==> config.mk <==
export PLATFORM = sky130hd
export DESIGN_NAME = btime_rom_loader
export DESIGN_NICKNAME = d
export VERILOG_FILES = /design/src/rtl/btime_rom_loader.sv
export SDC_FILE = /design/constraint.sdc
export NUM_CORES = 1
export LEC_CHECK = 0
export CORE_MARGIN = 1
export CORE_UTILIZATION = 45
export DETAILED_ROUTE_END_ITERATION = 10
export GPL_ROUTABILITY_DRIVEN = 0
export HOLD_SLACK_MARGIN = 0.05
export MAX_ROUTING_LAYER = met4
export PLACE_DENSITY = 0.74
export REMOVE_ABC_BUFFERS = 1
export SLEW_MARGIN = 0
export SYNTH_ARGS = -nofsm -noshare
export SYNTH_HDL_FRONTEND = slang
export SYNTH_SLANG_ARGS = --single-unit
==> constraint.sdc <==
create_clock -name clk_sys -period 3.76 [get_ports clk_sys]
set_clock_uncertainty 0.2 [all_clocks]
set_input_delay 0.752 -clock clk_sys [delete_from_list [all_inputs] [get_ports clk_sys]]
set_output_delay 0.752 -clock clk_sys [all_outputs]
set_load 0.05 [all_outputs]
==> src/rtl/btime_rom_loader.sv <==
`default_nettype none
// ============================================================================
// btime_rom_loader
//   Checks and splits the HPS ROM download into four regions and owns the
//   Burger Time core reset.
// Revision: 1.0
// ============================================================================
module btime_rom_loader #(
   parameter logic [16:0] R1_BASE        = 17'h0C000,
   parameter logic [16:0] R2_BASE        = 17'h0E000,
   parameter logic [16:0] R3_BASE        = 17'h14000,
   parameter logic [16:0] TOTAL_SIZE     = 17'h1A000,
   parameter int          RELEASE_CYCLES = 16
) (
   input  logic        clk_sys,
   input  logic        reset_n,
   input  logic        ext_reset,
   input  logic        ioctl_download,
   input  logic        ioctl_wr,
   input  logic [24:0] ioctl_addr,
   input  logic [7:0]  ioctl_dout,
   output logic        dn_wr,
   output logic [16:0] dn_addr,
   output logic [7:0]  dn_data,
   output logic [1:0]  region_sel,
   output logic        game_reset,
   output logic        rom_loaded,
   output logic        dl_error,
   output logic [16:0] byte_count,
   output logic [7:0]  checksum
);

   localparam int            CW       = $clog2(RELEASE_CYCLES + 1);
   localparam logic [CW-1:0] C_RELOAD = CW'(RELEASE_CYCLES - 1);

   typedef enum logic [1:0] {
      S_IDLE = 2'd0,
      S_LOAD = 2'd1,
      S_HOLD = 2'd2,
      S_RUN  = 2'd3
   } state_t;

   state_t        r_state;
   logic [CW-1:0] r_release_cnt;

   logic        w_in_load;
   logic [16:0] w_cnt_eff;
   logic [7:0]  w_sum_eff;
   logic        w_err_eff;
   logic        w_strobe;
   logic        w_in_order;
   logic        w_in_range;
   logic        w_accept;
   logic        w_fault;
   logic [16:0] w_addr17;
   logic [1:0]  w_region;
   logic [16:0] w_base;

   // Outside LOAD the counters act as already cleared, so the first
   // download-high cycle can accept byte 0 before the state shows LOAD.
   assign w_in_load  = (r_state == S_LOAD);
   assign w_cnt_eff  = w_in_load ? byte_count : 17'd0;
   assign w_sum_eff  = w_in_load ? checksum : 8'd0;
   assign w_err_eff  = w_in_load & dl_error;
   assign w_strobe   = ioctl_download & ioctl_wr & ~w_err_eff;
   assign w_in_order = (ioctl_addr == {8'd0, w_cnt_eff});
   assign w_in_range = (ioctl_addr < {8'd0, TOTAL_SIZE});
   assign w_accept   = w_strobe & w_in_order & w_in_range;
   assign w_fault    = w_strobe & ~(w_in_order & w_in_range);
   assign w_addr17   = ioctl_addr[16:0];

   always_comb begin
      w_region = 2'd0;
      w_base   = 17'd0;
      if (w_addr17 < R1_BASE) begin
         w_region = 2'd0;
         w_base   = 17'd0;
      end else if (w_addr17 < R2_BASE) begin
         w_region = 2'd1;
         w_base   = R1_BASE;
      end else if (w_addr17 < R3_BASE) begin
         w_region = 2'd2;
         w_base   = R2_BASE;
      end else begin
         w_region = 2'd3;
         w_base   = R3_BASE;
      end
   end

   always_ff @(posedge clk_sys or negedge reset_n) begin
      if (!reset_n) begin
         r_state       <= S_IDLE;
         r_release_cnt <= '0;
         game_reset    <= 1'b1;
         dn_wr         <= 1'b0;
         dn_addr       <= 17'd0;
         dn_data       <= 8'd0;
         region_sel    <= 2'd0;
         rom_loaded    <= 1'b0;
         dl_error      <= 1'b0;
         byte_count    <= 17'd0;
         checksum      <= 8'd0;
      end else begin
         dn_wr <= w_accept;
         if (w_accept) begin
            dn_data    <= ioctl_dout;
            dn_addr    <= w_addr17 - w_base;
            region_sel <= w_region;
         end

         if (ioctl_download) begin
            r_state    <= S_LOAD;
            game_reset <= 1'b1;
            rom_loaded <= 1'b0;
            byte_count <= w_accept ? (w_cnt_eff + 17'd1) : w_cnt_eff;
            checksum   <= w_accept ? (w_sum_eff + ioctl_dout) : w_sum_eff;
            dl_error   <= w_err_eff | w_fault;
         end else begin
            case (r_state)
               S_LOAD: begin
                  if (!dl_error && (byte_count == TOTAL_SIZE)) begin
                     rom_loaded    <= 1'b1;
                     r_release_cnt <= C_RELOAD;
                     r_state       <= S_HOLD;
                  end else begin
                     dl_error <= 1'b1;
                     r_state  <= S_IDLE;
                  end
               end
               S_HOLD: begin
                  if (ext_reset) begin
                     r_release_cnt <= C_RELOAD;
                  end else if (r_release_cnt == '0) begin
                     r_state    <= S_RUN;
                     game_reset <= 1'b0;
                  end else begin
                     r_release_cnt <= r_release_cnt - CW'(1);
                  end
               end
               S_RUN: begin
                  if (ext_reset) begin
                     r_state       <= S_HOLD;
                     r_release_cnt <= C_RELOAD;
                     game_reset    <= 1'b1;
                  end
               end
               default: begin
                  game_reset <= 1'b1;
               end
            endcase
         end
      end
   end

endmodule
`default_nettype wire

==> run_results.csv, run 1 <==
group,metric,value,unit
synth,syn_avg_cell_area,8.56,um2
critical_path,rrSetupSlack,0.42,ns
timing,report.final.hold_viol_count,0,
timing,worst_slew_pin_slew,0.596,ns
placed_design,portBuffers,93,
synth,yosys_warnings,0,
min_path,hp-class,"in2async",
global_routing,grt_overflow,0,
clocking,cts_setup_buffers,0,
synth,synth_edf_count,0,
critical_path,startpoint_type,"input pin",
synth,synth.most_common_cell,"nand2_1",
global_routing,grt_usage,0.244,
power,pwr-share-seq,0.453,
synth,synthTopCellsByCount,"nand2_1 (108), dfrtp_1 (62), nor2_1 (33)",
synth,synth_area,3760,um2
power,power.share.clock,0.372,
global_routing,grt_max_degree,29,
layout,antenna_cells,0,
detailed_routing,via_count,3513,
timing,grt_setup_unrepaired,"no",
die,fp-row-count,32,
clocking,cts_resized,0,
detailed_routing,final_antenna_net_count,0,
synth,synth_flop_cell,"dfrtp_1",
run,cap_viol_max_count,0,
placed_design,dp_hpwl,7.23,mm
die,die_h,93.4,um
synth,yosysTopAreaCellShare,0.413,
global_routing,grt_pass1_vias,3444,
power,comb_power_share,0.175,
clocking,numCtsBuffers,9,
status,status,"finished, final reports clean",
detailed_routing,wirelength,9.70,mm
critical_path,worstSetupStartpoint,"ioctl_addr[4]",
detailed_routing,post_drt_via_cell_ratio,5.44,
power,p_sw_frac,0.279,
clocking,cts_hold_buf,0,
clocking,clk_latency,0.34,ns
global_routing,antenna_found_initial,0,
synth,synth_seq_cells,63,
critical_path,rr_startpoint,"r_state[1]$_DFFE_PN0P_",
timing,slew_viol_final,0,
layout,fin_util,0.638,
timing,maxSlewHeadroom,0.602,
die,initial_core_util,0.476,
detailed_routing,remaining_drc_errors,0,
synth,yosys-top-cells-area,"dfrtp_1 (41%), nand2_1 (11%), ha_1 (4.3%), nor2_1 (3.3%), xnor2_1 (3.0%)",
synth,async_flop_share,1.00,
synth,ys_seq_area_frac,0.420,
layout,drive_gt1_frac,0.0790,
timing,setup_viol,0,
clocking,root_buffer,"clkbuf_8",
power,p_int,1.13,mW
die,die_w,93.4,um
detailed_routing,initialDrtViolationCount,169,
global_routing,grt_pass1_wl,16.1,mm
critical_path,crit_type,"in2reg",
detailed_routing,wl_per_cell,15.0,um
critical_path,worstSetupEndpointType,"register",
layout,areaGrowthSynthToFinish,34.0,%
power,leakagePower,2.23,nW
clocking,cts_tree,"yes",
synth,yosys.area.top_type,"dfrtp_1",
die,die_area,8720,um2
critical_path,cp_max_fo,18,
power,power.density,312,nW/um2
power,switching_power,0.438,mW
timing,period_share,0.920,
layout,layout.nets,592,
clocking,clk_pin_slew,0.07,ns
die,ios,94,
die,fp.coreArea,7890,um2
clocking,clock_path_buffers,2,
synth,synthDistinctLibCells,62,
synth,netlist_instances,439,
clocking,clock-sinks,63,
detailed_routing,drtPass1Iterations,4,
critical_path,cp.arrival,3.51,ns
power,peakVddDrop,213,uV
timing,tns,0,ns
timing,fmax,0.289,GHz
timing,finalCriticalPeriod,3.46,ns
power,p_total,1.57,mW
clocking,cts_max_level,3,
critical_path,required,3.81,ns
[power by group through the flow]
stage | combinational, mW | clock [mW] | sequential (mW)
after floorplan | 0.102 | 0 | 0.769
after global placement | 0.269 | 0 | 0.723
after detailed placement | 0.275 | 0 | 0.724
after CTS | 0.277 | 0.597 | 0.711
after global routing | 0.301 | 0.632 | 0.713
final | 0.275 | 0.585 | 0.711
[area by class of cell]
cell class                 count  area (um2)
sequential                    63        1580
fill                         681        2850
timing repair buffer         110        1050
clock inverter                 4        45.0
clock buffer                  12         145
multi-input combinational    329        1990
inverter                      26        97.6
tap                          102         128
[through the flow]
stage               worst slack [ns]  hold WS, ns  instance area, um2  std cells
floorplan                     -0.176        0.256                3660        418
global placement              0.0699        0.248                4840        630
detailed placement           -0.0155        0.256                4840        630
CTS                            0.340        0.146                5030        646
global route                   0.180        0.160                5030        646
finish                         0.300        0.135                5030        646
[worst max-delay path, cell delays in order]
cell             delay [ns]
clkdlybuf4s50_1        0.43
or4b_1                 0.49
o32ai_1                0.15
o32a_2                 0.21
nand4_1                0.12
or4_2                  0.75
buf_4                  0.27
a2bb2oi_1              0.16
a41oi_1                0.17
[routing by layer]
| metal | up-vias | share of wire | global-route usage |
|---|---|---|---|
| met5 | - | 0 | - |
| met2 | 108 | 0.48 | 0.395 |
| li1 | 1722 | - | - |
| met1 | 1671 | 0.44 | 0.308 |
| met3 | 12 | 0.059 | 0.0512 |
| met4 | 0 | 0.014 | 0.0731 |
[cell usage in the layout, fill, tap and decap left out, types with 3 or more instances in the layout]
| master | n |
|---|---|
| a21o_1 | 4 |
| a21oi_1 | 12 |
| a31oi_1 | 10 |
| and2_1 | 3 |
| and3_1 | 6 |
| buf_4 | 17 |
| clkbuf_8 | 10 |
| clkdlybuf4s50_1 | 92 |
| clkinv_2 | 3 |
| dfrtp_1 | 62 |
| ha_1 | 13 |
| inv_1 | 26 |
| nand2_1 | 108 |
| nand2b_1 | 6 |
| nand3_1 | 10 |
| nand4_1 | 5 |
| nor2_1 | 33 |
| nor3_1 | 7 |
| nor4_1 | 7 |
| nor4bb_1 | 4 |
| o211ai_1 | 3 |
| o21ai_0 | 10 |
| o21ai_1 | 6 |
| o221ai_1 | 6 |
| o31ai_1 | 3 |
| o32ai_1 | 4 |
| or2_2 | 3 |
| xnor2_1 | 13 |
| xor2_1 | 13 |
[cell families (layout without fill, tap and decap cells)]
family	Yosys count	in the layout	share of synthesized area
fa+ha+maj	15	15	0.0539
mux	2	2	0.00533
compound gates	77	77	0.147
xor+xnor	26	26	0.0606
simple gates	209	209	0.261
flops	63	63	0.420
buf+inv	47	152	0.0529
[sequential cells by signal, summed over array words and instances (netlist names)]
signal and count:
dn_data 8, dn_wr 1, r_release_cnt 5, region_sel 2, dn_addr 17, r_state 2, byte_count 17, game_reset 1
dl_error 1, checksum 8, rom_loaded 1
[worst paths after layout]
path / to / cells past startpoint
setup / recovery: checksum[7]$_DFFE_PN0P_ / 9
hold / removal: r_release_cnt[3]$_DFFE_PN0P_ / 1
setup reg to reg: checksum[7]$_DFFE_PN0P_ / 8
hold reg to reg: dn_addr[3]$_DFFE_PN0N_ / 2
max in group asynchronous: dn_data[7]$_DFFE_PN0N_ / 2
min in group clk_sys: dn_addr[3]$_DFFE_PN0N_ / 2
No activity file was read; power rests on OpenSTA's default activity.
==> run 2, diff against run 1 <==
--- a/config.mk
+++ b/config.mk
@@ -6,12 +6,12 @@
 export NUM_CORES = 1
 export LEC_CHECK = 0
 export CORE_MARGIN = 1
-export CORE_UTILIZATION = 45
+export CORE_UTILIZATION = 49
 export DETAILED_ROUTE_END_ITERATION = 10
 export GPL_ROUTABILITY_DRIVEN = 0
-export HOLD_SLACK_MARGIN = 0.05
+export HOLD_SLACK_MARGIN = 0.15
 export MAX_ROUTING_LAYER = met4
-export PLACE_DENSITY = 0.74
+export PLACE_DENSITY = 0.8
 export REMOVE_ABC_BUFFERS = 1
 export SLEW_MARGIN = 0
 export SYNTH_ARGS = -nofsm -noshare
==> run 2 against run 1 <==
Against the previous run:
- register-to-register slack better by 0.06 ns
- final cell count down 0.77%
- critical path type unchanged
- clock power up 16%
- highest routed layer unchanged
==> run_results.csv, run 2 (same netlist as run 1, synthesis figures left out) <==
group,metric,value,unit
detailed_routing,wl_per_cell,15.5,um
layout,reg_top3,"byte_count: 17 flops, dn_addr: 17 flops",
timing,report.final.hold_viol_count,0,
layout,fin_util,0.691,
global_routing,grt_usage,0.271,
die,die_area,8020,um2
detailed_routing,wirelength,9.94,mm
clocking,numCtsBuffers,9,
detailed_routing,drtPass1Iterations,5,
power,leakagePower,2.24,nW
global_routing,grt_pass1_wl,16.0,mm
timing,tns,0,ns
detailed_routing,final_antenna_net_count,0,
power,power.density,329,nW/um2
clocking,cts_resized,0,
run,cap_viol_max_count,0,
critical_path,rrSetupSlack,0.48,ns
clocking,cts_setup_buffers,0,
critical_path,rr_startpoint,"r_state[0]$_DFFE_PN0P_",
clocking,clk_pin_slew,0.08,ns
layout,areaGrowthSynthToFinish,34.9,%
global_routing,antenna_found_initial,0,
clocking,cts_max_level,3,
critical_path,worstSetupStartpoint,"ioctl_addr[4]",
clocking,cts_hold_buf,0,
clocking,clock_path_buffers,2,
critical_path,cp.arrival,3.48,ns
layout,fin_area,5070,um2
clocking,clk_latency,0.34,ns
timing,slew_viol_final,0,
clocking,root_buffer,"clkbuf_8",
layout,final_common_cell,"nand2_1",
global_routing,grt_pass1_vias,3337,
die,fp-row-count,31,
timing,finalCriticalPeriod,3.43,ns
layout,antenna_cells,0,
placed_design,dp_hpwl,7.36,mm
clocking,cts_tree,"yes",
critical_path,cp_max_fo,32,
critical_path,worstSetupEndpointType,"register",
clocking,clock-sinks,63,
die,initial_core_util,0.513,
global_routing,grt_max_degree,39,
timing,setup_viol,0,
placed_design,portBuffers,93,
detailed_routing,via_count,3609,
critical_path,required,3.81,ns
timing,worst_slew_pin_slew,0.624,ns
detailed_routing,remaining_drc_errors,0,
die,ios,94,
layout,layout.nets,590,
die,fp.coreArea,7330,um2
timing,period_share,0.912,
detailed_routing,initialDrtViolationCount,192,
placed_design,dpl-instance-area,4840,um2
die,die_h,89.6,um
timing,grt_setup_unrepaired,"no",
layout,final_cell_mix,"nand2_1 (108), clkdlybuf4s50_1 (92), dfrtp_1 (62)",
detailed_routing,post_drt_via_cell_ratio,5.63,
timing,maxSlewHeadroom,0.580,
global_routing,grt_overflow,0,
critical_path,startpoint_type,"input pin",
layout,drive_gt1_frac,0.0793,
critical_path,crit_type,"in2reg",
timing,fmax,0.292,GHz
status,status,"finished, final reports clean",
min_path,hp-class,"in2async",
die,die_w,89.6,um
power,peakVddDrop,228,uV
## run 2: cell count changes in the layout (fill, tap and decap cells not counted)
cell,delta
inv_6,+1
clkbuf_1,-2
clkinv_4,+1
buf_4,-3
clkinvlp_4,+2
bufinv_16,+1
clkinv_2,-3
buf_12,+1
## run 2: critical path, cell delays in order
cell and delay, ns:
clkdlybuf4s50_1 0.43, or4b_1 0.47, o32ai_1 0.14, o32a_2 0.21, nand4_1 0.14, or4_2 0.76
buf_12 0.24, a2bb2oi_1 0.15, a41oi_1 0.17
## run 2: path summary, 6_finish.rpt
check                                          end  cells past startpoint
hold reg to reg             dn_addr[8]$_DFFE_PN0N_                      2
max in group asynchronous   dn_data[6]$_DFFE_PN0N_                      2
hold / removal              dn_addr[3]$_DFFE_PN0N_                      1
setup reg to reg           checksum[7]$_DFFE_PN0P_                      8
setup / recovery           checksum[7]$_DFFE_PN0P_                      9
min in group clk_sys        dn_addr[8]$_DFFE_PN0N_                      2
## run 2: where the power goes
group	leakage [nW]	internal, mW	switching [mW]
clock network	0.109	0.395	0.283
logic	1.28	0.117	0.161
registers	0.852	0.695	0.0184
## run 2: through the flow
step | instances | hold slack [ns] | power (mW) | worst slack (ns)
after floorplan | 418 | 0.256 | 0.870 | -0.176
after detailed placement | 625 | 0.257 | 1.00 | 0.00174
after global routing | 641 | 0.250 | 1.73 | 0.201
final | 641 | 0.209 | 1.67 | 0.332
after CTS | 641 | 0.223 | 1.67 | 0.336
after global placement | 625 | 0.251 | 0.993 | 0.0770
## run 2: final cells by class
type,count,area [um2]
fill,590,2260
tap,99,124
multi-input combinational,329,1990
sequential,63,1580
clock inverter,6,92.6
timing repair buffer,108,1050
clock buffer,10,138
inverter,26,97.6
## run 2: layer usage
metal / vias up / GRT usage / part of all wire / wire length [um]
met5: - / - / 0 / 0
met4: 0 / 0.0895 / 0.018 / 178
met3: 19 / 0.0499 / 0.058 / 575
met2: 121 / 0.428 / 0.47 / 4660
met1: 1745 / 0.352 / 0.46 / 4530
li1: 1724 / - / - / -
